**src/rtl/gpio_event_ctrl.sv**
```systemverilog
// Edge-event controller: per-bit masked rise/fall detection into a FWFT FIFO drained over AXI4-Stream.
// Define GPIO_EVENT_TIMESTAMP_EN to append a free-running timestamp to each event word.
module gpio_event_ctrl #(
  parameter int unsigned DATA_WIDTH      = 8,
  parameter int unsigned TS_WIDTH        = 32,
  parameter int unsigned FIFO_ADDR_WIDTH = 4,
`ifdef GPIO_EVENT_TIMESTAMP_EN
  localparam int unsigned EW = 2 * DATA_WIDTH + TS_WIDTH
`else
  localparam int unsigned EW = 2 * DATA_WIDTH
`endif
) (
  input  logic                       aclk,
  input  logic                       aresetn,
  input  logic [DATA_WIDTH-1:0]      din,
  input  logic [DATA_WIDTH-1:0]      cfg_rise_en,
  input  logic [DATA_WIDTH-1:0]      cfg_fall_en,
  input  logic                       clr_overflow,
  output logic [EW-1:0]              m_axis_tdata,
  output logic                       m_axis_tvalid,
  input  logic                       m_axis_tready,
  output logic [FIFO_ADDR_WIDTH:0]   fifo_count,
  output logic                       overflow
);

  localparam int unsigned Depth = 1 << FIFO_ADDR_WIDTH;
  localparam logic [FIFO_ADDR_WIDTH:0] DepthCnt = (FIFO_ADDR_WIDTH + 1)'(Depth);
  localparam logic [FIFO_ADDR_WIDTH:0] PtrOne   = (FIFO_ADDR_WIDTH + 1)'(1);

  logic [DATA_WIDTH-1:0]      din_q;
  logic                       armed_q;
  logic [FIFO_ADDR_WIDTH:0]   wr_ptr_q, wr_ptr_d;
  logic [FIFO_ADDR_WIDTH:0]   rd_ptr_q, rd_ptr_d;
  logic                       overflow_q, overflow_d;
  logic [EW-1:0]              mem_q [Depth];

  logic [DATA_WIDTH-1:0]      rise, fall;
  logic [EW-1:0]              event_word;
  logic                       event_valid, full, empty, push, pop, drop;

  // Unarmed cycle masks detection so levels present at reset release never look like edges.
  always_comb begin
    rise        = din & ~din_q & cfg_rise_en;
    fall        = ~din & din_q & cfg_fall_en;
    event_valid = armed_q & (|(rise | fall));
  end

`ifdef GPIO_EVENT_TIMESTAMP_EN
  logic [TS_WIDTH-1:0] ts_q;

  always_ff @(posedge aclk or negedge aresetn) begin
    if (!aresetn) begin
      ts_q <= '0;
    end else begin
      ts_q <= ts_q + TS_WIDTH'(1);
    end
  end

  assign event_word = {ts_q, fall, rise};
`else
  assign event_word = {fall, rise};
`endif

  always_comb begin
    fifo_count = wr_ptr_q - rd_ptr_q;
    full       = (fifo_count == DepthCnt);
    empty      = (fifo_count == '0);
    pop        = ~empty & m_axis_tready;
    // A full FIFO still accepts when the head leaves on the same edge.
    push       = event_valid & (~full | pop);
    drop       = event_valid & full & ~pop;
    wr_ptr_d   = push ? wr_ptr_q + PtrOne : wr_ptr_q;
    rd_ptr_d   = pop ? rd_ptr_q + PtrOne : rd_ptr_q;
    overflow_d = overflow_q;
    if (drop) begin
      overflow_d = 1'b1;
    end else if (clr_overflow) begin
      overflow_d = 1'b0;
    end
  end

  always_ff @(posedge aclk or negedge aresetn) begin
    if (!aresetn) begin
      din_q      <= '0;
      armed_q    <= 1'b0;
      wr_ptr_q   <= '0;
      rd_ptr_q   <= '0;
      overflow_q <= 1'b0;
    end else begin
      din_q      <= din;
      armed_q    <= 1'b1;
      wr_ptr_q   <= wr_ptr_d;
      rd_ptr_q   <= rd_ptr_d;
      overflow_q <= overflow_d;
    end
  end

  always_ff @(posedge aclk) begin
    if (push) begin
      mem_q[wr_ptr_q[FIFO_ADDR_WIDTH-1:0]] <= event_word;
    end
  end

  assign m_axis_tvalid = ~empty;
  assign m_axis_tdata  = empty ? '0 : mem_q[rd_ptr_q[FIFO_ADDR_WIDTH-1:0]];
  assign overflow      = overflow_q;

endmodule

```
**config.mk**
```make
export PLATFORM = sky130hd
export DESIGN_NAME = gpio_event_ctrl
export DESIGN_NICKNAME = d
export VERILOG_FILES = /design/src/rtl/gpio_event_ctrl.sv
export SDC_FILE = /design/constraint.sdc
export NUM_CORES = 1
export LEC_CHECK = 0
export CAP_MARGIN = 10
export CORE_ASPECT_RATIO = 0.75
export CORE_MARGIN = 2
export CORE_UTILIZATION = 35
export CTS_CLUSTER_SIZE = 12
export DETAILED_ROUTE_END_ITERATION = 10
export REMOVE_ABC_BUFFERS = 1
export SLEW_MARGIN = 20
export SYNTH_ARGS = -nofsm -noshare
export SYNTH_HDL_FRONTEND = slang
export SYNTH_SLANG_ARGS = --single-unit
```
**constraint.sdc**
```tcl
create_clock -name aclk -period 12.6 [get_ports aclk]
set_input_delay 2.52 -clock aclk [delete_from_list [all_inputs] [get_ports aclk]]
set_output_delay 2.52 -clock aclk [all_outputs]
set_load 0.02 [all_outputs]
```
==> flow_metrics.tcl, run 1 <==
set metrics [dict create \
    setup_viol 0 \
    rsz0062_at_grt "no" \
    p_int_mw 2.07 \
    p_per_area_nw_per_um2 238 \
    netlist_area_um2 11200 \
    final.min_clock_period_ps 6750 \
    routed_wl_um 24500 \
    setup_tns_ps 0 \
    slowest_stage "dfrtp_1" \
    crit_chain "inv_1 -> ha_1 -> a21oi_1 -> a21o_1 -> o2bb2a_4 -> a211oi_1 -> clkdlybuf4s50_1" \
    grt_pass1_vias 5781 \
    dr.first_iter.drc_count 383 \
    drc_errors 0 \
    power.share.sequential_pct 38.0 \
    tightest_slew_ps 857 \
    maxCapViolations 0 \
    grt_pass1_wl_um 36800 \
    regArea_um2 8190 \
    clkTransAtPathRegs_ps 70 \
    clock_path_buffers 3 \
    cts_setup_buffers 0 \
    maxSlewHeadroom_pct 42.8 \
    cts_resized 0 \
    period_share_pct 53.6 \
    async_flop_share_pct 7.25 \
    grt-ovfl-total 0 \
    holdWs_ps 504 \
    antenna_found_initial 0 \
    crit_path_start_kind "flip-flop" \
    cp-end-kind "output pin" \
    netSwitchingFraction_pct 33.3 \
    finalMaxSlewViolations 0 \
    die-area_um2 33400 \
    via_per_inst 5.25 \
    start_util_pct 35.6 \
    yosys_warnings 0 \
    hold_class "flip-flop to flip-flop" \
    comb_power_share_pct 37.6 \
    multi_input_area_um2 2850 \
    cts_tree "built" \
    r2r_cells 8 \
    vdd_ir_drop_max_uv 109 \
    final_cell_mix "edfxtp_1 (256), mux4_2 (64), clkdlybuf4s50_1 (50)" \
    cp_max_fo 20 \
    ctsHtreeMaxLevel 1 \
    numCtsBuffers 28 \
    critPathMaxStageDelay_ps 870 \
    fmax_mhz 148 \
    p_switching_mw 1.03 \
    dieWidth_um 210 \
    top_level_ports 51 \
    n_fill_cell 2654 \
    clkSinkCount 276 \
    place_hpwl_um 15100 \
    detail_route.wl_per_cell_um 23.3 \
    clock_latency_ps 540 \
    design.core.area_um2 31300 \
    layout_commonest_cell "edfxtp_1" \
    track_usage_pct 15.0 \
    drive_gt1_share_pct 23.8 \
    nNetsFinal 665 \
    p_leak_nw 4.37 \
    skew_ps 22.3 \
    rows 56 \
    ff2ff_setup_slack_ps 8620 \
    cp_data_required_time_ps 10080 \
    die_h_um 159 \
    p_clk_share_pct 24.5 \
    status "completed" \
    syn_area_per_cell_um2 20.1 \
    ys.flop_type "edfxtp_1" \
    cts_root_buf "clkbuf_16" \
    ys_types 46 \
    drtAntennaViolNets 0 \
    synth.yosys.seq_area_share_pct 73.4 \
    vias 5508 \
    synth_edf_count 256 \
    areaGrowthSynthToFinish_pct 17.0 \
    hold_viol_final 0 \
    syn_inst 556 \
    place_congestion 0.748 \
    ctsHoldBuffers 0 \
    cp.arrival_ps 4230 \
    critPathKind "flip-flop to output pin" \
    grt_max_degree 52 \
    synth.ff_latch_count 276 \
    num_antenna_cells 0 \
    drt-pass1-iter-count 5 \
    whs_path_depth 1 \
    port_buffers 50 \
]
worst paths after layout:
kind,to,start
worst max-delay path,m_axis_tdata[5],rd_ptr_q[3]
worst min-delay path,rd_ptr_q[4],rd_ptr_q[4]
worst max register to register,mem_q[12][15],rd_ptr_q[3]
worst min register to register,rd_ptr_q[4],rd_ptr_q[4]
max in group asynchronous,rd_ptr_q[0],aresetn
min in group asynchronous,din_q[4],aresetn
per-stage QoR:
| stage | utilization, % | power, mW | instances | cell area, um2 | worst slack (ps) |
|---|---|---|---|---|---|
| after global routing | 41.7 | 3.26 | 1050 | 13100 | 5560 |
| after detailed placement | 39.1 | 2.38 | 1003 | 12200 | 6370 |
| after floorplan | - | 1.94 | 528 | 11000 | 5130 |
| final | 41.7 | 3.11 | 1050 | 13100 | 5850 |
| after CTS | 41.7 | 3.15 | 1050 | 13100 | 5790 |
| after global placement | 39.1 | 2.35 | 1003 | 12200 | 6420 |
cell usage after synthesis (9+ instances only):
cell type,instances,area [um2]
nand2_1,41,154
mux4_2,64,1440
clkbuf_1,12,45.0
dfrtp_1,20,500
mux2i_1,16,160
edfxtp_1,256,7690
and3_1,16,100
ha_1,9,113
and3b_1,16,140
a211oi_2,10,125
nor3_1,11,55.1
registers in the layout (all words and copies together) (netlist names):
register	cells
armed_q	1
mem_q	256
overflow	1
rd_ptr_q	5
wr_ptr_q	5
din_q	8
metal layers:
| metal | vias to the layer above | share of wire (%) | GRT usage, % | routed length [um] |
|---|---|---|---|---|
| met5 | - | 0 | 0 | 0 |
| met4 | 0 | 2.4 | 4.19 | 577 |
| met3 | 39 | 6.1 | 2.82 | 1490 |
| met2 | 157 | 48 | 24.9 | 11700 |
| met1 | 2911 | 44 | 20.5 | 10700 |
| li1 | 2401 | - | - | - |
worst max-delay path, delay by kind of cell (launching register included):
kind                       cells  cell delay, ps
adders and majority gates      1             510
buffers and inverters          2            1240
DFF                            1             870
AOI/OAI and AO/OA              4            1070
layout make-up:
type / instances / area share [%]
multi-input combinational: 242 / 21.8
clock inverter: 7 / 0.431
clock buffer: 40 / 5.95
sequential: 276 / 62.7
tap: 406 / 3.89
inverter: 10 / 0.287
timing repair buffer: 69 / 4.92
power by group through the flow:
| stage | logic, mW | registers [mW] | clock network, mW |
|---|---|---|---|
| 6_report | 1.17 | 1.18 | 0.760 |
| 5_1_grt | 1.25 | 1.19 | 0.815 |
| 4_1_cts | 1.18 | 1.18 | 0.780 |
| 3_5_place_dp | 1.18 | 1.20 | 0 |
| 3_3_place_gp | 1.16 | 1.19 | 0 |
| 2_1_floorplan | 0.705 | 1.23 | 0 |
cells by family (layout without fill, tap and decap cells):
| logic type | Yosys count | count (layout) | synth area share (%) |
|---|---|---|---|
| compound gates | 28 | 28 | 2.51 |
| xor+xnor | 11 | 11 | 0.930 |
| fa+ha+maj | 10 | 10 | 1.19 |
| buf+inv | 38 | 126 | 1.75 |
| flops | 276 | 276 | 73.4 |
| mux | 82 | 82 | 14.5 |
| other cells | 1 | 1 | 0.0336 |
| simple gates | 110 | 110 | 5.68 |
(Power assumes the default switching activity.)
==> inputs of run 2 (changes only) <==
==> constraint.sdc (replaced) <==
create_clock -name aclk -period 5.9 [get_ports aclk]
set_input_delay 1.18 -clock aclk [delete_from_list [all_inputs] [get_ports aclk]]
set_output_delay 1.18 -clock aclk [all_outputs]
set_load 0.02 [all_outputs]
==> flow_metrics.tcl, run 2 (synthesis gave the netlist of run 1 again) <==
set metrics [dict create \
    hold_viol_final 0 \
    p_int_mw 4.46 \
    top_level_ports 51 \
    clock_path_buffers 3 \
    netSwitchingFraction_pct 33.7 \
    grt.busiest_layer "met2" \
    numCtsBuffers 28 \
    p_clk_share_pct 24.9 \
    place_hpwl_um 14900 \
    antenna_found_initial 0 \
    rows 56 \
    clkSinkCount 276 \
    r2r-start "rd_ptr_q[1]" \
    crit_path_start_kind "flip-flop" \
    postLayoutCellArea_um2 13100 \
    final_util_pct 42.0 \
    hold_end "wr_ptr_q[4]" \
    ctsHoldBuffers 0 \
    cts_resized 0 \
    track_usage_pct 15.4 \
    grt_pass1_vias 5775 \
    dieWidth_um 210 \
    p_leak_nw 4.41 \
    p_switching_mw 2.26 \
    start_util_pct 35.6 \
    detail_route.wl_per_cell_um 23.8 \
    layout_commonest_cell "edfxtp_1" \
    routed_wl_um 25300 \
    vias 5579 \
    die_h_um 159 \
    r2r_cells 8 \
    largest_register_ffs 256 \
    tightest_slew_ps 959 \
    final_cell_mix "edfxtp_1 (256), mux4_2 (64), clkdlybuf4s50_1 (50)" \
    place_congestion 0.793 \
    r2r_end "mem_q[14][4]" \
    grt_util_met1_pct 21.4 \
    comb_power_share_pct 37.8 \
    ff2ff_setup_slack_ps 1880 \
    clkTransAtPathRegs_ps 60 \
    power.share.sequential_pct 37.3 \
    clock_latency_ps 530 \
    use_met2_pct 25.1 \
    p_per_area_nw_per_um2 511 \
    drc_errors 0 \
    grt-ovfl-total 0 \
    via_per_inst 5.25 \
    cp-end-kind "output pin" \
    nNetsFinal 672 \
    dr.first_iter.drc_count 414 \
    use_met3_pct 3.20 \
    ctsHtreeMaxLevel 1 \
    vdd_ir_drop_max_uv 236 \
    whs_path_depth 1 \
    n_fill_cell 2663 \
    cts_setup_buffers 0 \
    hold_start "wr_ptr_q[4]" \
    port_buffers 50 \
    drive_gt1_share_pct 24.2 \
    maxSlewHeadroom_pct 36.1 \
    skew_ps 12.2 \
    drt-pass1-iter-count 5 \
    finalMaxSlewViolations 0 \
    design.core.area_um2 31300 \
    cp_max_fo 20 \
    grt_pass1_wl_um 37600 \
    cp_data_required_time_ps 4720 \
    period_share_pct 87.6 \
    setup_viol 0 \
    placed_cell_area_um2 12300 \
    fmax_mhz 193 \
    cp.arrival_ps 3990 \
    die-area_um2 33400 \
    status "completed" \
    maxCapViolations 0 \
    grt_max_degree 52 \
    cts_root_buf "clkbuf_16" \
    num_antenna_cells 0 \
    rsz0062_at_grt "no" \
    final.min_clock_period_ps 5170 \
    areaGrowthSynthToFinish_pct 17.7 \
    critPathKind "flip-flop to output pin" \
    drtAntennaViolNets 0 \
    hold_class "flip-flop to flip-flop" \
    cts_tree "built" \
]
## run 2: changes by cell type in the layout (fill, tap and decap cells not counted), sizes merged
cell,before,now
clkinv,7,3
buf,19,26
clkbuf,40,48
inv,9,10
## run 2: area by class of cell
type | instances | area, um2 | share of cell area (%)
Clock buffer | 48 | 807 | 6.14
Clock inverter | 4 | 50.0 | 0.381
Tap cell | 406 | 508 | 3.87
Inverter | 10 | 37.5 | 0.286
Multi-Input combinational cell | 242 | 2850 | 21.7
Sequential cell | 276 | 8190 | 62.3
Timing Repair Buffer | 76 | 696 | 5.29
## run 2: power by group through the flow
stage | registers, mW | logic (mW) | clock network [mW]
floorplan | 2.63 | 1.51 | 0
global placement | 2.53 | 2.53 | 0
detailed placement | 2.55 | 2.57 | 0
CTS | 2.51 | 2.58 | 1.71
global route | 2.53 | 2.71 | 1.79
finish | 2.50 | 2.54 | 1.67
## run 2: critical path, cell delays in order, from the launching register on
cell and delay, ps:
dfrtp_2 370, clkinv_1 510, fa_1 700, xor2_2 230, and4b_4 250, o2bb2a_4 310
a211oi_1 390, clkdlybuf4s50_1 690
## run 2: per-stage QoR
step / hold slack, ps / setup WS, ps / setup TNS (ps) / std cells / power, mW
final: 489 / 731 / 0 / 1062 / 6.72
after global routing: 515 / 555 / 0 / 1062 / 7.03
after CTS: 497 / 654 / 0 / 1062 / 6.80
after detailed placement: 488 / 1230 / 0 / 1010 / 5.12
after global placement: 489 / 1230 / 0 / 1010 / 5.06
after floorplan: 460 / -640 / -50000 / 528 / 4.14
## run 2: worst max path at each step
stage | startpoint | endpoint | slack (ps) | cells past startpoint
floorplan | rd_ptr_q[0] | mem_q[0][0] | -640 | 8
global placement | rd_ptr_q[1] | m_axis_tdata[5] | 1230 | 7
detailed placement | rd_ptr_q[1] | m_axis_tdata[3] | 1230 | 7
CTS | rd_ptr_q[1] | m_axis_tdata[2] | 650 | 7
global route | rd_ptr_q[0] | m_axis_tdata[2] | 560 | 6
finish | rd_ptr_q[1] | m_axis_tdata[2] | 730 | 7
## run 2: per-layer routing
metal	routed length [um]	share of wire [%]
met5	0	0
met3	1470	5.8
met4	565	2.2
met1	11400	45
met2	11800	47
==> inputs of run 3 (changes only) <==
--- a/config.mk
+++ b/config.mk
@@ -7,12 +7,13 @@
 export LEC_CHECK = 0
 export CAP_MARGIN = 10
 export CORE_ASPECT_RATIO = 0.75
-export CORE_MARGIN = 2
-export CORE_UTILIZATION = 35
+export CORE_UTILIZATION = 50
 export CTS_CLUSTER_SIZE = 12
 export DETAILED_ROUTE_END_ITERATION = 10
+export PLACE_DENSITY = 0.71
 export REMOVE_ABC_BUFFERS = 1
 export SLEW_MARGIN = 20
 export SYNTH_ARGS = -nofsm -noshare
 export SYNTH_HDL_FRONTEND = slang
 export SYNTH_SLANG_ARGS = --single-unit
+export TNS_END_PERCENT = 20
==> flow_metrics.tcl, run 3 (synthesis gave the netlist of run 1 again) <==
set metrics [dict create \
    status "completed" \
    grt_max_degree 52 \
    design.core.area_um2 21500 \
    fmax_mhz 185 \
    final.min_clock_period_ps 5410 \
    rsz0062_at_grt "no" \
    cts_root_buf "clkbuf_16" \
    crit_path_start_kind "flip-flop" \
    clkSinkCount 276 \
    rows 46 \
    holdWs_ps 505 \
    hold_start "wr_ptr_q[4]" \
    num_antenna_cells 0 \
    r2r-start "rd_ptr_q[3]" \
    place_hpwl_um 14400 \
    nNetsFinal 670 \
    final_util_pct 60.0 \
    cp-end-kind "output pin" \
    numCtsBuffers 27 \
    via_per_inst 5.94 \
    period_share_pct 91.6 \
    final_cell_mix "edfxtp_1 (256), mux4_2 (64), clkdlybuf4s50_1 (50)" \
    dieWidth_um 175 \
    drc_errors 0 \
    vdd_ir_drop_max_uv 286 \
    finalPower_mw 6.51 \
    cts_resized 0 \
    layout_commonest_cell "edfxtp_1" \
    place_ws_ps 1100 \
    n_fill_cell 1526 \
    grt-ovfl-total 0 \
    cp_data_required_time_ps 4720 \
    dr.first_iter.drc_count 561 \
    skew_ps 22.0 \
    largest_register_ffs 256 \
    cts_setup_buffers 0 \
    port_buffers 50 \
    drt-pass1-iter-count 4 \
    ctsHoldBuffers 0 \
    die-area_um2 22900 \
    clock_latency_ps 530 \
    p_per_area_nw_per_um2 505 \
    critPathKind "flip-flop to output pin" \
    cp.arrival_ps 4230 \
    routed_wl_um 23600 \
    ctsHtreeMaxLevel 1 \
    maxCapViolations 0 \
    clkTransAtPathRegs_ps 60 \
    drive_gt1_share_pct 23.7 \
    tightest_slew_ps 1090 \
    areaGrowthSynthToFinish_pct 15.7 \
    cts_tree "built" \
    grt_pass1_wl_um 36600 \
    maxSlewHeadroom_pct 26.7 \
    die_h_um 131 \
    setup_ws_ps 495 \
    place_congestion 0.791 \
    clock_path_buffers 3 \
    antenna_found_initial 0 \
    setup_viol 0 \
    hold_viol_final 0 \
    drtAntennaViolNets 0 \
    cp_max_fo 20 \
    start_util_pct 51.9 \
    detail_route.wl_per_cell_um 25.1 \
    grt_pass1_vias 5884 \
    top_level_ports 51 \
    finalMaxSlewViolations 0 \
    vias 5591 \
    crit_start "rd_ptr_q[3]" \
    track_usage_pct 21.5 \
    hold_class "flip-flop to flip-flop" \
    p_leak_nw 4.36 \
]
## run 3: cell types whose count changed in the layout (fill, tap and decap cells not counted)
cell,delta
clkbuf_16,-2
buf_4,-1
bufinv_16,-1
clkbuf_1,+1
clkinv_2,-1
clkinvlp_4,+1
inv_6,+1
inv_8,-1
## run 3: worst paths after layout
path                                    to  slack [ps]  cells after the start
min in group asynchronous      rd_ptr_q[0]        1030                      2
setup / recovery           m_axis_tdata[1]         490                      7
max in group asynchronous      rd_ptr_q[0]        4590                      2
hold / removal                 wr_ptr_q[4]         510                      1
setup reg to reg              mem_q[12][1]        1210                      8
hold reg to reg                wr_ptr_q[4]         510                      1
## run 3: power breakdown
part,leakage [nW],internal (mW),switching (mW)
Combinational,1.39,1.13,1.31
Clock,0.369,0.869,0.669
Sequential,2.60,2.35,0.183
Total,4.36,4.35,2.17
## run 3: critical path, cell delays in order, from the launching register on
cell and delay, ps:
dfrtp_1 950, inv_1 560, ha_1 560, nand3b_1 140, a211oi_2 320, o2bb2a_4 440
a211oi_1 110, clkdlybuf4s50_1 600
## run 3: area by class of cell
| cell class | instances | area (um2) | share of cell area, % |
|---|---|---|---|
| tap | 288 | 360 | 2.79 |
| clock inverter | 3 | 20.0 | 0.155 |
| timing repair buffer | 75 | 688 | 5.33 |
| multi-input combinational | 242 | 2850 | 22.1 |
| clock buffer | 47 | 761 | 5.89 |
| sequential | 276 | 8190 | 63.5 |
| inverter | 10 | 37.5 | 0.291 |
## run 3: per-layer routing
metal,share of wire [%],global-route usage [%],vias to the layer above
li1,-,-,2415
met1,44,31.9,2950
met2,48,34.4,194
met3,6.0,3.24,32
met4,1.7,4.35,0
met5,0,0,-
## run 3: metrics by stage
step	area, um2	instances	setup TNS (ps)
2_1_floorplan	11000	528	-50000
3_3_place_gp	12100	891	0
3_5_place_dp	12100	891	0
4_1_cts	12900	941	0
5_1_grt	12900	941	0
6_report	12900	941	0
